===== config.mk =====
export PLATFORM = sky130hd
export DESIGN_NAME = discharge_classifier
export DESIGN_NICKNAME = d
export VERILOG_FILES = /design/src/rtl/discharge_classifier.sv
export SDC_FILE = /design/constraint.sdc
export NUM_CORES = 1
export LEC_CHECK = 0
export ABC_AREA = 1
export ABC_CLOCK_PERIOD_IN_PS = 1830
export CORE_MARGIN = 2
export CORE_UTILIZATION = 35
export CTS_CLUSTER_DIAMETER = 150
export DETAILED_ROUTE_END_ITERATION = 10
export GPL_TIMING_DRIVEN = 0
export HOLD_SLACK_MARGIN = 0.03
export MAX_ROUTING_LAYER = met4
export PLACE_DENSITY = 0.61
export REMOVE_ABC_BUFFERS = 1
export SYNTH_ARGS = -nofsm -noshare
export SYNTH_HDL_FRONTEND = slang
export SYNTH_SLANG_ARGS = --single-unit

===== constraint.sdc =====
create_clock -name ad_clk -period 1.83 [get_ports ad_clk]
set_clock_uncertainty 0.1 [all_clocks]
set_input_delay 0.2745 -clock ad_clk [delete_from_list [all_inputs] [get_ports ad_clk]]
set_output_delay 0.2745 -clock ad_clk [all_outputs]
set_load 0.05 [all_outputs]

===== src/rtl/discharge_classifier.sv =====
// rtl/discharge_classifier.sv - per-pulse gap discharge classifier with saturating class counters
//
// Purpose:
//   Watches one EDM pulse at a time. After the pulse generator is enabled it
//   counts cycles until the board current shows a breakdown. It then classes
//   the pulse as OPEN, NORMAL, ARC or SHORT and keeps a saturating count of
//   each class.
//
// Ports:
//   ad_clk         in   65 MHz ADC clock, the only clock
//   rst_n          in   asynchronous active-low reset
//   pulse_on       in   pulse-generator power-switch enable
//   volt_ch1       in   board current in mV (signed)
//   volt_ch2       in   gap voltage in mV (signed)
//   cnt_clr        in   synchronous clear of the class counters
//   gap_state      out  class of last pulse: 0=OPEN 1=NORMAL 2=ARC 3=SHORT
//   result_valid   out  one-cycle strobe when gap_state/ignition_delay update
//   ignition_delay out  cycles from pulse start to breakdown (FFFF for OPEN)
//   open_cnt       out  saturating OPEN count
//   normal_cnt     out  saturating NORMAL count
//   arc_cnt        out  saturating ARC count
//   short_cnt      out  saturating SHORT count

module discharge_classifier #(
  parameter logic signed [15:0] V_SHORT_MV    = 16'sd500,
  parameter logic signed [15:0] I_ON_MV       = 16'sd1000,
  parameter logic        [15:0] ARC_DELAY_CYC = 16'd13
) (
  input  logic               ad_clk,
  input  logic               rst_n,
  input  logic               pulse_on,
  input  logic signed [15:0] volt_ch1,
  input  logic signed [15:0] volt_ch2,
  input  logic               cnt_clr,
  output logic        [1:0]  gap_state,
  output logic               result_valid,
  output logic        [15:0] ignition_delay,
  output logic        [15:0] open_cnt,
  output logic        [15:0] normal_cnt,
  output logic        [15:0] arc_cnt,
  output logic        [15:0] short_cnt
);

  localparam logic [1:0] CLS_OPEN   = 2'd0;
  localparam logic [1:0] CLS_NORMAL = 2'd1;
  localparam logic [1:0] CLS_ARC    = 2'd2;
  localparam logic [1:0] CLS_SHORT  = 2'd3;

  typedef enum logic [1:0] {
    ST_IDLE      = 2'd0,
    ST_WAIT_BD   = 2'd1,
    ST_DISCHARGE = 2'd2
  } state_t;

  // Input stage: every decision below looks only at these registered copies.
  logic               r_s1_pulse_on;
  logic signed [15:0] r_s1_ch1;
  logic signed [15:0] r_s1_ch2;

  state_t             r_state;
  logic        [15:0] r_delay_cnt;
  logic        [1:0]  r_gap_state;
  logic               r_result_valid;
  logic        [15:0] r_ignition_delay;

  logic        [15:0] r_open_cnt;
  logic        [15:0] r_normal_cnt;
  logic        [15:0] r_arc_cnt;
  logic        [15:0] r_short_cnt;

  logic               w_breakdown;
  logic               w_is_short;
  logic               w_is_arc;
  logic        [1:0]  w_bd_class;
  logic        [15:0] w_delay_inc;

  always_ff @(posedge ad_clk or negedge rst_n) begin
    if (!rst_n) begin
      r_s1_pulse_on <= 1'b0;
      r_s1_ch1      <= '0;
      r_s1_ch2      <= '0;
    end else begin
      r_s1_pulse_on <= pulse_on;
      r_s1_ch1      <= volt_ch1;
      r_s1_ch2      <= volt_ch2;
    end
  end

  assign w_breakdown = (r_s1_ch1 >= I_ON_MV);
  assign w_is_short  = (r_s1_ch2 < V_SHORT_MV);
  assign w_is_arc    = (r_delay_cnt < ARC_DELAY_CYC);

  // A collapsed gap voltage outranks the ignition-delay test.
  assign w_bd_class  = w_is_short ? CLS_SHORT :
                       w_is_arc   ? CLS_ARC   : CLS_NORMAL;

  // Saturate instead of wrapping so a very late breakdown reads as FFFF.
  assign w_delay_inc = (r_delay_cnt == 16'hFFFF) ? 16'hFFFF : (r_delay_cnt + 16'd1);

  always_ff @(posedge ad_clk or negedge rst_n) begin
    if (!rst_n) begin
      r_state          <= ST_IDLE;
      r_delay_cnt      <= '0;
      r_gap_state      <= CLS_OPEN;
      r_result_valid   <= 1'b0;
      r_ignition_delay <= '0;
    end else begin
      r_result_valid <= 1'b0;
      case (r_state)
        ST_IDLE: begin
          if (r_s1_pulse_on) begin
            r_state     <= ST_WAIT_BD;
            r_delay_cnt <= '0;
          end
        end
        ST_WAIT_BD: begin
          // Breakdown is checked first so it wins over a same-cycle pulse end.
          if (w_breakdown) begin
            r_result_valid   <= 1'b1;
            r_gap_state      <= w_bd_class;
            r_ignition_delay <= r_delay_cnt;
            r_state          <= ST_DISCHARGE;
          end else if (!r_s1_pulse_on) begin
            r_result_valid   <= 1'b1;
            r_gap_state      <= CLS_OPEN;
            r_ignition_delay <= 16'hFFFF;
            r_state          <= ST_IDLE;
          end else begin
            r_delay_cnt <= w_delay_inc;
          end
        end
        ST_DISCHARGE: begin
          // The pulse has already been classified; just wait for it to end.
          if (!r_s1_pulse_on) begin
            r_state <= ST_IDLE;
          end
        end
        default: begin
          r_state <= ST_IDLE;
        end
      endcase
    end
  end

  function automatic logic [15:0] sat_inc(input logic [15:0] v);
    return (v == 16'hFFFF) ? 16'hFFFF : (v + 16'd1);
  endfunction

  // A clear coinciding with a result leaves only that result counted.
  always_ff @(posedge ad_clk or negedge rst_n) begin
    if (!rst_n) begin
      r_open_cnt   <= '0;
      r_normal_cnt <= '0;
      r_arc_cnt    <= '0;
      r_short_cnt  <= '0;
    end else if (cnt_clr) begin
      r_open_cnt   <= (r_result_valid && r_gap_state == CLS_OPEN)   ? 16'd1 : 16'd0;
      r_normal_cnt <= (r_result_valid && r_gap_state == CLS_NORMAL) ? 16'd1 : 16'd0;
      r_arc_cnt    <= (r_result_valid && r_gap_state == CLS_ARC)    ? 16'd1 : 16'd0;
      r_short_cnt  <= (r_result_valid && r_gap_state == CLS_SHORT)  ? 16'd1 : 16'd0;
    end else if (r_result_valid) begin
      case (r_gap_state)
        CLS_OPEN:   r_open_cnt   <= sat_inc(r_open_cnt);
        CLS_NORMAL: r_normal_cnt <= sat_inc(r_normal_cnt);
        CLS_ARC:    r_arc_cnt    <= sat_inc(r_arc_cnt);
        default:    r_short_cnt  <= sat_inc(r_short_cnt);
      endcase
    end
  end

  assign gap_state      = r_gap_state;
  assign result_valid   = r_result_valid;
  assign ignition_delay = r_ignition_delay;
  assign open_cnt       = r_open_cnt;
  assign normal_cnt     = r_normal_cnt;
  assign arc_cnt        = r_arc_cnt;
  assign short_cnt      = r_short_cnt;

endmodule


# Yosys cells after proc, flatten, opt, wreduce, memory -nomap -nowiden
# Index checks and enable logic that the tools add are counted.
[op_classes]
n_addsub = 5
magnitude_cmp = 3
n_eq_ne = 15
n_mux = 38
reduce_logical = 18
[op_table]
columns = ["op", "n"]
rows = [
  ["$mux 16", 22],
  ["$add 16x1->16 const B", 5],
  ["$eq 16x16->1 const B", 5],
  ["$pmux 16 s2", 1],
  ["$ge 16x11->1 const B", 1],
  ["$lt 16x10->1 const B", 1],
  ["$lt 16x4->1 const B", 1],
  ["$mux 2", 7],
  ["$reduce_and 2->1", 5],
  ["$reduce_bool 2->1", 5],
  ["$mux 1", 7],
  ["$eq 2x2->1 const B", 3],
  ["$ne 2x2->1 const B", 3],
  ["$pmux 2 s3", 1],
  ["$eq 2x1->1 const B", 2],
  ["$logic_and 1x1->1", 4],
  ["$logic_not 2->1", 2],
  ["$ne 2x1->1 const B", 2],
  ["$reduce_and 4->1", 1],
  ["$reduce_or 3->1", 1],
]
[word_totals]
regBits = 134
in_bits = 36
out_inout_bits = 83
wordCells = 91

# Depth between registers and ports, before layout
# Gate-level depths: netlist of the first run.
[logic_depth]
depth_word = 5
mapped_depth = 10
mapped_depth_nobuf = 10

# Worst setup path after synthesis of the first run
# Ideal clock, no wire load.
[synth_path]
path_type = "register to register"
start = "reg r_open_cnt[0] (netlist: open_cnt[0])"
end = "reg r_open_cnt[5] (netlist: open_cnt[5])"
setup_time_ns = 0.068
arrival_time_ns = 1.738
required_ns = 1.662
slack_ns = -0.076
stages_incl_launch_ff = 11
n_path_buf = 1
period_less_slack_ns = 1.906
cell_sequence = "dfrtp_1 -> ha_1 -> nand2_1 -> nor2_2 -> nand2_1 -> inv_2 -> nand3_4 -> buf_6 -> o21ai_0 -> nand2_1 -> nand2_1"
[synth_via]
elab_chain_cells = 5
elab_cells_between_ends = 6
cone_classes = "1 x add/sub; 1 x eq/ne; 4 x mux"
[synth_rtl]
columns = ["item", "line", "source"]
rows = [
  ["start, declared", "66", "logic [15:0] r_open_cnt;"],
  ["start signal, assigned", "157", "r_open_cnt <= (r_result_valid && r_gap_state == CLS_OPEN) ? 16'd1 : 16'd0;"],
  ["start signal, assigned", "163", "CLS_OPEN: r_open_cnt <= sat_inc(r_open_cnt);"],
  ["$add 16x1->16 or $eq 16x16->1 (tied branches)", "146", "return (v == 16'hFFFF) ? 16'hFFFF : (v + 16'd1);"],
  ["$mux 16 (*)", "146", ""],
  ["$mux 16 (*)", "162", "case (r_gap_state)"],
  ["$mux 16 (*)", "161", "end else if (r_result_valid) begin"],
  ["$mux 16 (*)", "156", "end else if (cnt_clr) begin"],
]
# Every way passes the cells marked *; elsewhere a longest branch is shown, timed or not. The select of a mux whose other input is x is not followed.
# A chain may end at the register's enable or synchronous reset.

# Worst setup path in the final report of the first run
[layout_path]
start = "reg r_arc_cnt[6] (netlist: arc_cnt[6])"
end = "out arc_cnt[6]"
[layout_rtl]
columns = ["item", "line", "source"]
rows = [
  ["start, declared", "68", "logic [15:0] r_arc_cnt;"],
  ["start signal, assigned", "159", "r_arc_cnt <= (r_result_valid && r_gap_state == CLS_ARC) ? 16'd1 : 16'd0;"],
  ["start signal, assigned", "165", "CLS_ARC: r_arc_cnt <= sat_inc(r_arc_cnt);"],
  ["end, declared", "40", "output logic [15:0] arc_cnt,"],
]
# No word-level cell between the ends.

==> out/results.md, run 1 <==
## Global routing
* 90 — maximum number of pins on one net before global-route repair
* 6,493 — via count of the first global-routing pass
* 0 — residual overflow from global routing
* 32,000 um — wire length of the first global-routing pass
* 18.9% — aggregate global-route resource usage
* 0 — initial antenna violation count

## Detailed routing
* 18,800 um — final wirelength
* 0 — DRC viols
* 5 — number of search-and-repair iterations in the first detailed-routing pass
* 422 — Initial DRC Count
* 13.5 um — routed wire length per instance
* 0 — number of nets with antenna violations after detailed routing
* 4.81 — mean number of vias per cell
* 6,719 — routed via count

## Worst setup path
* clkdlybuf4s15_1 — Max stage delay cell, worst path
* register — CP Launch Type
* gap_state[0] — worst reg2reg path startpoint
* clkdlybuf4s15_1 — chain of cells forming the critical path
* 5 — depth of the most critical reg-to-reg path
* 0.53 ns — Max stage delay on crit path
* 1 — buffers plus inverters on the worst setup path
* arc_cnt[7] — Worst R2R End
* 0.14 ns — register-to-register setup slack
* 1.46 ns — Crit path required time
* 6 — critical-path maximum fanout
* output port — type of destination of the critical path
* buffers and inverters — CP delay by family, top
* reg -> out — class of the most critical setup path
* 1.41 ns — data arrival at the endpoint of the critical path

## Clock network
* 129 — number of sinks handled by clock tree synthesis
* 2 — maximum number of buffers from clock root to sink
* 0.43 ns — Clk Latency, worst-skew pair
* 17 — number of buffers created by CTS
* clkbuf_16 — root buffer cell
* 4 — number of H-tree levels
* yes — clock tree from TritonCTS
* 0.06 ns — clock edge transition at the registers on the reported setup and hold paths

## Timing
* 0 — endpoints failing hold
* 0.180 ns — WHS
* 0.0422 ns — Final Worst Setup Slack
* 559 MHz — Achievable Freq
* 57.4% — worst rel slew slack
* 1.79 ns — final critical delay including setup and external delays
* no — setup repair after global routing missed its margin
* 0 ns — final sum of negative setup slack
* 0 — Final setup violation count
* 0 — total count of max-transition violations in the final report
* 97.7% — crit share post-route
* 0.638 ns — Tightest Pin Transition

## Placement
* -0.690 ns — pre-CTS setup slack
* 8500 um2 — total cell area at the placement stage
* 13,000 um — post-DP HPWL
* 0.877 — GPL Wtd Cong
* 113 — Port Buffers

## Synthesis
* simple AND/OR/NAND/NOR gates — dominant combinational cell family by area after synthesis
* 129 — synthesized flop and latch total
* 0% — share of synthesized area spent on multiplexers
* 45.4% — proportion of netlist area held by the largest area contributor
* 5.71% — synthesized-area fraction occupied by ao, oa, aoi and oai cells
* 7.21 um2 — mean cell area of the mapped netlist
* 7120 um2 — Synth Cell Area
* 38.8% — simple logic cell fraction of the synthesized area
* 36 — distinct cell type count after synthesis
* 1.05% — Adder-Cell Fraction of Synth Area
* dfrtp_1 — post-synthesis cell type with the largest combined area
* dfrtp_1 (45%), nand2_1 (20%), nand3_1 (7.6%), inv_1 (5.1%), nor2_1 (5.1%) — Area contributors post-synth
* 0 — Warnings, synthesis
* 2.09% — area share of xor/xnor cells in the synthesized design
* 45.4% — share of synthesized area occupied by flip-flops and latches
* 987 — gate count after technology mapping

## Finish
* 0 — final antenna diode count
* 1,155 — number of nets at the end of the flow
* 9130 um2 — total non-filler cell area in the finished layout
* 10.7% — fraction of layout cells with a size suffix above 1
* 28.2% — layout overhead on the synthesized area

## Die
* 20,100 um2 — area inside the core boundary
* 21,500 um2 — DIE AREA
* 147 um — Die X-Extent
* 147 um — die outline height
* 52 — Cell Rows
* 119 — count of pins on the block boundary
* 35.4% — starting density of the core

## Worst hold path
* in -> reg — Tightest Hold Check Type
* volt_ch1[7] — hold path startpoint
* 1 — Worst Hold Path Cells
* r_s1_ch1[7] — terminating pin of the worst hold path

## Pwr
* 4.42 nW — Pleak
* 0.502 mV — peak supply drop
* 826 nW/um2 — cell area power density

## Run status
* complete, no violations — status

## Flow run
* 0 — number of max-capacitance violations reported

sequential cells by signal, summed over array words and instances, names as in the netlist:
| signal | count |
|---|---|
| open_cnt | 16 |
| arc_cnt | 16 |
| r_s1_ch2 | 14 |
| ignition_delay | 16 |
| normal_cnt | 16 |
| r_s1_ch1 | 13 |
| r_delay_cnt | 16 |
| short_cnt | 16 |
| gap_state | 2 |
| result_valid | 1 |
| r_state | 2 |
| r_s1_pulse_on | 1 |
logic make-up after synthesis:
family,Yosys count
and+or+nand+nor,642
DFF,129
buffers and inverters,119
AOI/OAI and AO/OA,74
xor gates and xnor gates,17
adders and majority gates,6
per-stage QoR:
| stage | total power [W] | utilization (%) | instances |
|---|---|---|---|
| after floorplan | 0.00400 | - | 970 |
| after global placement | 0.00456 | 42.2 | 1353 |
| after detailed placement | 0.00458 | 42.3 | 1354 |
| after CTS | 0.00762 | 44.9 | 1389 |
| after global routing | 0.00790 | 45.4 | 1396 |
| final | 0.00753 | 45.4 | 1396 |
cells in the mapped netlist (all sizes together):
cell    count
nand4      22
nand3     111
buf        13
nand2     389
nand3b      3
a21oi       3
and3        1
nor3        3
o21ai      54
o21a        1
inv       100
a22oi       1
o22ai       2
a21boi      1
dfrtp     129
clkinv      2
a21o        3
xor2       13
nor2      113
clkbuf      4
xnor2       4
ha          6
o211ai      6
a31oi       3
placed cells by master, fill, tap and decap left out, types with 12 or more instances in the layout:
cell	count
nand2_1	377
nor2_1	89
o21ai_0	51
dfrtp_1	125
dlygate4sd2_1	39
xor2_1	13
clkdlybuf4s15_1	21
inv_1	95
nor2_4	12
clkdlybuf4s50_1	28
nand4_1	22
clkbuf_2	19
nor2_2	12
clkbuf_16	17
nand3_1	108
layer usage:
| layer | global-route usage, % | routed length (um) | up-vias |
|---|---|---|---|
| li1 | - | - | 3404 |
| met3 | 3.62 | 610 | 24 |
| met2 | 30.2 | 9100 | 139 |
| met1 | 24.0 | 8780 | 3152 |
| met4 | 6.80 | 318 | 0 |
| met5 | - | 0 | - |
worst max path at each step:
stage	start	to	slack, ns	cells past startpoint
finish	arc_cnt[6]	arc_cnt[6]	0.04	1
global placement	rst_n	r_s1_ch1[11]	-5.04	1
CTS	arc_cnt[7]	arc_cnt[7]	0.0007	1
floorplan	short_cnt[1]	short_cnt[11]	-0.07	9
detailed placement	cnt_clr	normal_cnt[8]	-0.69	6
global route	short_cnt[0]	short_cnt[0]	0.001	1
layout make-up:
type | instances | area [um2]
fill | 2007 | 11000
multi-input combinational | 741 | 3530
sequential | 129 | 3230
timing repair buffer | 122 | 1100
clock buffer | 17 | 425
inverter | 102 | 390
tap | 270 | 338
clock inverter | 15 | 113
report_power, final:
group / switching (W) / internal, W / total, W
sequential: 0.000132 / 0.00304 / 0.00317
clock: 0.00135 / 0.00173 / 0.00309
combinational: 0.000947 / 0.000331 / 0.00128
repair_timing:
| item | 4_1_cts | 5_1_grt |
|---|---|---|
| setup endpoints to repair | 156 | 117 |
| pin swaps | 1 | 2 |
| endpoints found under the hold margin | 40 | 0 |
| gates cloned | 0 | 2 |
| resized for setup | 111 | 72 |
| hold buffers | 1 | 0 |
| buffers inserted | 2 | 5 |
(Power assumes the default switching activity.)
==> inputs of run 2 (changes only) <==
--- a/config.mk
+++ b/config.mk
@@ -9,6 +9,7 @@
 export ABC_CLOCK_PERIOD_IN_PS = 1830
 export CORE_MARGIN = 2
 export CORE_UTILIZATION = 35
+export CTS_BUF_LIST = sky130_fd_sc_hd__clkbuf_4 sky130_fd_sc_hd__clkbuf_8 sky130_fd_sc_hd__clkbuf_16
 export CTS_CLUSTER_DIAMETER = 150
 export DETAILED_ROUTE_END_ITERATION = 10
 export GPL_TIMING_DRIVEN = 0
==> results of run 2 <==
No change in the layout: final DEF, timing and power equal those of run 1.
